==> src/rtl/pc_fetch_unit_pkg.sv <==
// Shared widths, state encodings and helpers for the PC/fetch stage.
// Optional perf counters are enabled with FETCH_PERF_CNT_EN.
package pc_fetch_unit_pkg;

    localparam int PC_BUS   = 16;
    localparam int INST_BUS = 16;

    localparam logic [PC_BUS-1:0] RESET_PC_DEFAULT = 16'h0000;

    localparam int PERF_CNT_WIDTH = 32;
    localparam int PERF_CNT_NUM   = 2;

    typedef enum logic [1:0] {
        FETCH_ST_IDLE  = 2'd0,
        FETCH_ST_REQ   = 2'd1,
        FETCH_ST_FLUSH = 2'd2
    } fetch_state_t;

    // Saturating increment: the counter sticks at all-ones.
    function automatic logic [PERF_CNT_WIDTH-1:0] sat_inc(
        input logic [PERF_CNT_WIDTH-1:0] value
    );
        return (&value) ? value : value + 1'b1;
    endfunction

endpackage

==> src/rtl/pc_fetch_unit_fetch_perf_cnt.sv <==
// Two saturating event counters: accepted fetch words and squashed ack words.
// Instantiated by pc_fetch_unit only when FETCH_PERF_CNT_EN is defined.
module fetch_perf_cnt
    import pc_fetch_unit_pkg::*;
(
    input  logic                      clk,
    input  logic                      rst,
    input  logic                      fetch_inc,
    input  logic                      squash_inc,
    output logic [PERF_CNT_WIDTH-1:0] fetch_cnt,
    output logic [PERF_CNT_WIDTH-1:0] squash_cnt
);

    logic [PERF_CNT_NUM-1:0]                     inc;
    logic [PERF_CNT_NUM-1:0][PERF_CNT_WIDTH-1:0] cnt_vec;

    assign inc = {squash_inc, fetch_inc};

    for (genvar gi = 0; gi < PERF_CNT_NUM; gi++) begin : g_cnt
        logic [PERF_CNT_WIDTH-1:0] cnt_reg;

        always_ff @(posedge clk) begin
            if (rst) begin
                cnt_reg <= '0;
            end else if (inc[gi]) begin
                cnt_reg <= sat_inc(cnt_reg);
            end
        end

        assign cnt_vec[gi] = cnt_reg;
    end

    assign fetch_cnt  = cnt_vec[0];
    assign squash_cnt = cnt_vec[1];

endmodule

==> src/rtl/pc_fetch_unit.sv <==
// Program counter and instruction-fetch stage with a 1-entry decode buffer.
// Define FETCH_PERF_CNT_EN to add the fetch_cnt / squash_cnt outputs.
module pc_fetch_unit
    import pc_fetch_unit_pkg::*;
#(
    parameter int                   PC_WIDTH   = PC_BUS,
    parameter int                   INST_WIDTH = INST_BUS,
    parameter logic [PC_WIDTH-1:0]  RESET_PC   = RESET_PC_DEFAULT
) (
    input  logic                  clk,
    input  logic                  rst,
    input  logic                  jump_en,
    input  logic [PC_WIDTH-1:0]   jump_addr,
    input  logic                  stall,
    output logic                  mem_req,
    output logic [PC_WIDTH-1:0]   mem_addr,
    input  logic                  mem_ack,
    input  logic [INST_WIDTH-1:0] mem_rdata,
    output logic [INST_WIDTH-1:0] inst,
    output logic [PC_WIDTH-1:0]   inst_pc,
    output logic [PC_WIDTH-1:0]   inst_pc_plus1,
    output logic                  inst_valid
`ifdef FETCH_PERF_CNT_EN
    ,
    output logic [31:0]           fetch_cnt,
    output logic [31:0]           squash_cnt
`endif
);

    fetch_state_t            state_reg, state_next;
    logic [PC_WIDTH-1:0]     pc_reg, pc_next;
    logic [INST_WIDTH-1:0]   inst_reg, inst_next;
    logic [PC_WIDTH-1:0]     inst_pc_reg, inst_pc_next;
    logic                    inst_valid_reg, inst_valid_next;
    logic                    pend_valid_reg, pend_valid_next;
    logic [PC_WIDTH-1:0]     pend_addr_reg, pend_addr_next;

    always_ff @(posedge clk) begin
        if (rst) begin
            state_reg      <= FETCH_ST_IDLE;
            pc_reg         <= RESET_PC;
            inst_reg       <= '0;
            inst_pc_reg    <= '0;
            inst_valid_reg <= 1'b0;
            pend_valid_reg <= 1'b0;
            pend_addr_reg  <= '0;
        end else begin
            state_reg      <= state_next;
            pc_reg         <= pc_next;
            inst_reg       <= inst_next;
            inst_pc_reg    <= inst_pc_next;
            inst_valid_reg <= inst_valid_next;
            pend_valid_reg <= pend_valid_next;
            pend_addr_reg  <= pend_addr_next;
        end
    end

    always_comb begin
        state_next      = state_reg;
        pc_next         = pc_reg;
        inst_next       = inst_reg;
        inst_pc_next    = inst_pc_reg;
        inst_valid_next = inst_valid_reg;
        pend_valid_next = pend_valid_reg;
        pend_addr_next  = pend_addr_reg;

        case (state_reg)
            FETCH_ST_IDLE: begin
                if (jump_en) begin
                    pc_next = jump_addr;
                end else if (!inst_valid_reg || !stall) begin
                    // Either empty or drained by decode this cycle.
                    inst_valid_next = 1'b0;
                    state_next      = FETCH_ST_REQ;
                end
            end

            FETCH_ST_REQ: begin
                if (mem_ack) begin
                    if (jump_en) begin
                        pc_next = jump_addr;
                    end else begin
                        inst_next       = mem_rdata;
                        inst_pc_next    = pc_reg;
                        inst_valid_next = 1'b1;
                        pc_next         = pc_reg + 1'b1;
                    end
                    state_next = FETCH_ST_IDLE;
                end else if (jump_en) begin
                    // Address must stay stable until the memory answers.
                    pend_addr_next  = jump_addr;
                    pend_valid_next = 1'b1;
                    state_next      = FETCH_ST_FLUSH;
                end
            end

            FETCH_ST_FLUSH: begin
                if (mem_ack) begin
                    if (jump_en) begin
                        pc_next = jump_addr;
                    end else if (pend_valid_reg) begin
                        pc_next = pend_addr_reg;
                    end
                    pend_valid_next = 1'b0;
                    state_next      = FETCH_ST_IDLE;
                end else if (jump_en) begin
                    pend_addr_next = jump_addr;
                end
            end

            default: begin
                state_next = FETCH_ST_IDLE;
            end
        endcase

        // A redirect kills whatever decode is holding, stalled or not.
        if (jump_en) begin
            inst_valid_next = 1'b0;
        end
    end

    assign mem_req       = (state_reg != FETCH_ST_IDLE);
    assign mem_addr      = pc_reg;
    assign inst          = inst_reg;
    assign inst_pc       = inst_pc_reg;
    assign inst_pc_plus1 = inst_pc_reg + 1'b1;
    assign inst_valid    = inst_valid_reg;

`ifdef FETCH_PERF_CNT_EN
    logic fetch_evt;
    logic squash_evt;

    assign fetch_evt  = (state_reg == FETCH_ST_REQ) && mem_ack && !jump_en;
    assign squash_evt = mem_ack && (((state_reg == FETCH_ST_REQ) && jump_en) ||
                                    (state_reg == FETCH_ST_FLUSH));

    fetch_perf_cnt u_perf_cnt (
        .clk        (clk),
        .rst        (rst),
        .fetch_inc  (fetch_evt),
        .squash_inc (squash_evt),
        .fetch_cnt  (fetch_cnt),
        .squash_cnt (squash_cnt)
    );
`endif

endmodule

==> config.mk <==
export PLATFORM = sky130hd
export DESIGN_NAME = pc_fetch_unit
export DESIGN_NICKNAME = d
export VERILOG_FILES = /design/src/rtl/pc_fetch_unit_pkg.sv /design/src/rtl/pc_fetch_unit_fetch_perf_cnt.sv /design/src/rtl/pc_fetch_unit.sv
export SDC_FILE = /design/constraint.sdc
export NUM_CORES = 1
export LEC_CHECK = 0
export CAP_MARGIN = 40
export CORE_MARGIN = 5
export CORE_UTILIZATION = 43
export CTS_CLUSTER_SIZE = 20
export DETAILED_ROUTE_END_ITERATION = 10
export HOLD_SLACK_MARGIN = 0.02
export PLACE_DENSITY = 0.75
export SYNTH_ARGS = -nofsm -noshare
export SYNTH_HDL_FRONTEND = slang
export SYNTH_SLANG_ARGS = --single-unit
==> constraint.sdc <==
create_clock -name clk -period 1.75 [get_ports clk]
set_input_delay 0.35 -clock clk [delete_from_list [all_inputs] [get_ports clk]]
set_output_delay 0.35 -clock clk [all_outputs]
set_load 0.03 [all_outputs]
==> results.py <==
metrics = {
    "timing": {
        "holdWs_ns": 0.438,
        "tightest_slew_ns": 0.449,
        "hold_viol": 0,
        "finalSetupViolations": 15,
        "period_needed_ns": 2.07,
        "clock.fmax_mhz": 483,
        "setup_slack_ns": -0.320,
        "rsz0062_at_grt": "yes",
        "fin_skew_ns": 0.0105,
        "slew_headroom_pct": 69.8,
        "fin_setup_tns_ns": -2.55,
        "period_share_pct": 118,
        "slew_viol_final": 0,
    },
    "grt": {
        "grt_max_degree": 41,
        "antenna_found_initial": 0,
        "globalRoute.busiestLayer": "met2",
        "grt_pass1_vias": 3493,
        "grt-ovfl-total": 0,
        "grt_first_pass_wirelength_um": 16800,
        "globalRouteMet1Util_pct": 26.8,
        "grt_usage_pct": 20.8,
        "gr-usage-met3_pct": 4.63,
        "use_met2_pct": 35.3,
    },
    "final_layout": {
        "antennaDiodeCount": 0,
        "layout-drive-gt1-share_pct": 32.0,
        "final_cell_mix": "nand2_1, buf_4, a21oi_1",
        "fin_util_pct": 74.6,
        "final_common_cell": "nand2_1",
        "area_growth_pct": 68.7,
        "stdcell_count": 706,
        "final_nets": 641,
    },
    "place": {
        "post-dp-hpwl_um": 7720,
        "io_buffers": 102,
        "place_congestion": 0.878,
        "place_inst": 671,
    },
    "floorplan": {
        "ios": 103,
        "core_um2": 7730,
        "die_x_um": 99.2,
        "rows": 32,
        "die_y_um": 99.2,
        "dieArea_um2": 9840,
        "start_util_pct": 44.3,
    },
    "setup_path": {
        "cp_max_fo": 3,
        "start_kind": "flip-flop",
        "rr_worst_depth": 9,
        "endpoint_kind": "output port",
        "timing.rr.start": "state_reg[0]",
        "crit_type": "reg2out",
        "r2r-end": "mem_addr[9]",
        "reg2reg_slack_ns": -0.05,
        "required_ns": 1.40,
        "cp.arrival_ns": 1.72,
    },
    "route": {
        "viasPerCell": 5.60,
        "drtIter0Drc": 316,
        "drc": 0,
        "drtPass1Iterations": 5,
        "vias": 3957,
        "wl_per_cell_um": 16.8,
        "wirelength_um": 11800,
        "detail-route-antenna-nets": 0,
    },
    "worst_hold_path": {
        "hold_class": "in2reg",
        "hp-start": "rst",
        "hold_depth": 3,
        "holdPathEnd": "mem_addr[5]",
    },
    "synth": {
        "syn_nets": 476,
        "synthFlopType": "dfxtp_1",
        "synth.avg_cell_area_um2": 7.88,
        "synth.cell_area_um2": 3420,
        "ys_seq_area_share_pct": 39.8,
        "synth-seq-cells": 68,
        "synth_edf_count": 0,
        "synth_cell_types": 46,
        "async_flop_share_pct": 0,
        "syn_inst": 434,
        "ys.warnings.count": 0,
    },
    "job": {
        "drv_cap": 0,
    },
    "power": {
        "leakagePower_nw": 2.65,
        "ir_drop_mv": 0.804,
        "finalPower_w": 0.00487,
        "power.density_nw_per_um2": 844,
    },
    "cts": {
        "root_buffer": "clkbuf_8",
        "clk-insertion-delay-late_ns": 0.35,
        "postCtsHoldBufs": 0,
        "clock_path_buffers": 2,
        "clkSinkCount": 68,
        "cts_buffers": 9,
        "htreeDepth": 3,
        "cts_tree": "yes",
        "cts.clk_slew.worst_paths_ns": 0.08,
    },
    "outcome": {
        "violations": "setup timing",
        "outcome": "complete, but fails checks",
    },
}
-- logic make-up (layout without fill, tap and decap cells) --
| family | count (synthesis) | count (layout) | share of synthesized area (%) |
|---|---|---|---|
| adders and majority gates | 5 | 5 | 1.83 |
| AOI/OAI and AO/OA | 97 | 97 | 17.6 |
| and+or+nand+nor | 197 | 198 | 27.1 |
| DFF | 68 | 68 | 39.8 |
| muxes | 8 | 8 | 2.34 |
| xor gates and xnor gates | 17 | 17 | 4.35 |
| buffers and inverters | 42 | 211 | 6.92 |
-- layout make-up --
| cell class | instances | area, um2 |
|---|---|---|
| Clock buffer | 11 | 131 |
| Clock inverter | 5 | 28.8 |
| Fill cell | 558 | 1960 |
| Inverter | 12 | 57.6 |
| Multi-Input combinational cell | 325 | 2260 |
| Sequential cell | 68 | 1420 |
| Tap cell | 102 | 128 |
| Timing Repair Buffer | 183 | 1750 |
-- critical path, stage by stage, from the launching register on --
cell and delay [ns]:
dfxtp_4 0.36, and3_4 0.17, and3_4 0.18, and2_1 0.17, nand4_1 0.16, xnor2_2 0.18, buf_6 0.15
-- per-layer routing --
layer  vias up  share of wire [%]
met1      1867                 39
met4         0                2.7
met5         -                  0
met2       201                 51
met3        38                7.4
li1       1851                  -
-- through the flow --
| stage | setup slack, ns | area (um2) |
|---|---|---|
| after floorplan | -0.0408 | 3660 |
| after global placement | -0.294 | 5070 |
| after detailed placement | -0.349 | 5070 |
| after CTS | -0.328 | 5340 |
| after global routing | -0.419 | 5770 |
| final | -0.320 | 5770 |
-- worst max-delay path by stage --
stage | startpoint | end | slack (ns) | depth (start not counted)
2_1_floorplan | inst_pc[2] | inst_pc_plus1[15] | -0.04 | 5
3_3_place_gp | jump_en | mem_addr[7] | -0.29 | 8
3_5_place_dp | jump_en | mem_addr[7] | -0.35 | 8
4_1_cts | inst_pc[4] | inst_pc_plus1[15] | -0.33 | 6
5_1_grt | inst_pc[2] | inst_pc_plus1[9] | -0.42 | 6
6_report | inst_pc[2] | inst_pc_plus1[9] | -0.32 | 6
-- cell usage after synthesis, types with 5 or more instances --
| cell type | count | area (um2) |
|---|---|---|
| and3_1 | 7 | 43.8 |
| o21ai_0 | 8 | 40.0 |
| buf_2 | 5 | 25.0 |
| nand3_1 | 10 | 50.1 |
| xor2_1 | 5 | 43.8 |
| nor2_1 | 21 | 78.8 |
| inv_1 | 12 | 45.0 |
| clkbuf_8 | 5 | 68.8 |
| dfxtp_1 | 68 | 1360 |
| a22o_1 | 5 | 43.8 |
| nor3_1 | 7 | 35.0 |
| a21oi_1 | 56 | 280 |
| or4_1 | 5 | 37.5 |
| mux2i_1 | 8 | 80.1 |
| o32ai_1 | 6 | 52.6 |
| xnor2_1 | 12 | 105 |
| ha_1 | 5 | 62.6 |
| a221oi_1 | 7 | 61.3 |
| nand2_1 | 114 | 428 |
| clkbuf_1 | 17 | 63.8 |
-- power by group --
group          leakage, nW  internal (W)  switching [W]  total (W)
Sequential           0.565       0.00168       0.000138    0.00182
Clock               0.0868      0.000508       0.000600    0.00111
Combinational         2.00      0.000903        0.00104    0.00194
-- repair_timing --
item	in CTS	in global routing
endpoints found under the setup margin	57	47
hold endpoints to repair	0	0
cloned	0	4
gates resized for setup	63	77
setup buffers	4	11
pin swaps	14	27
No activity file was read; power rests on OpenSTA's default activity.
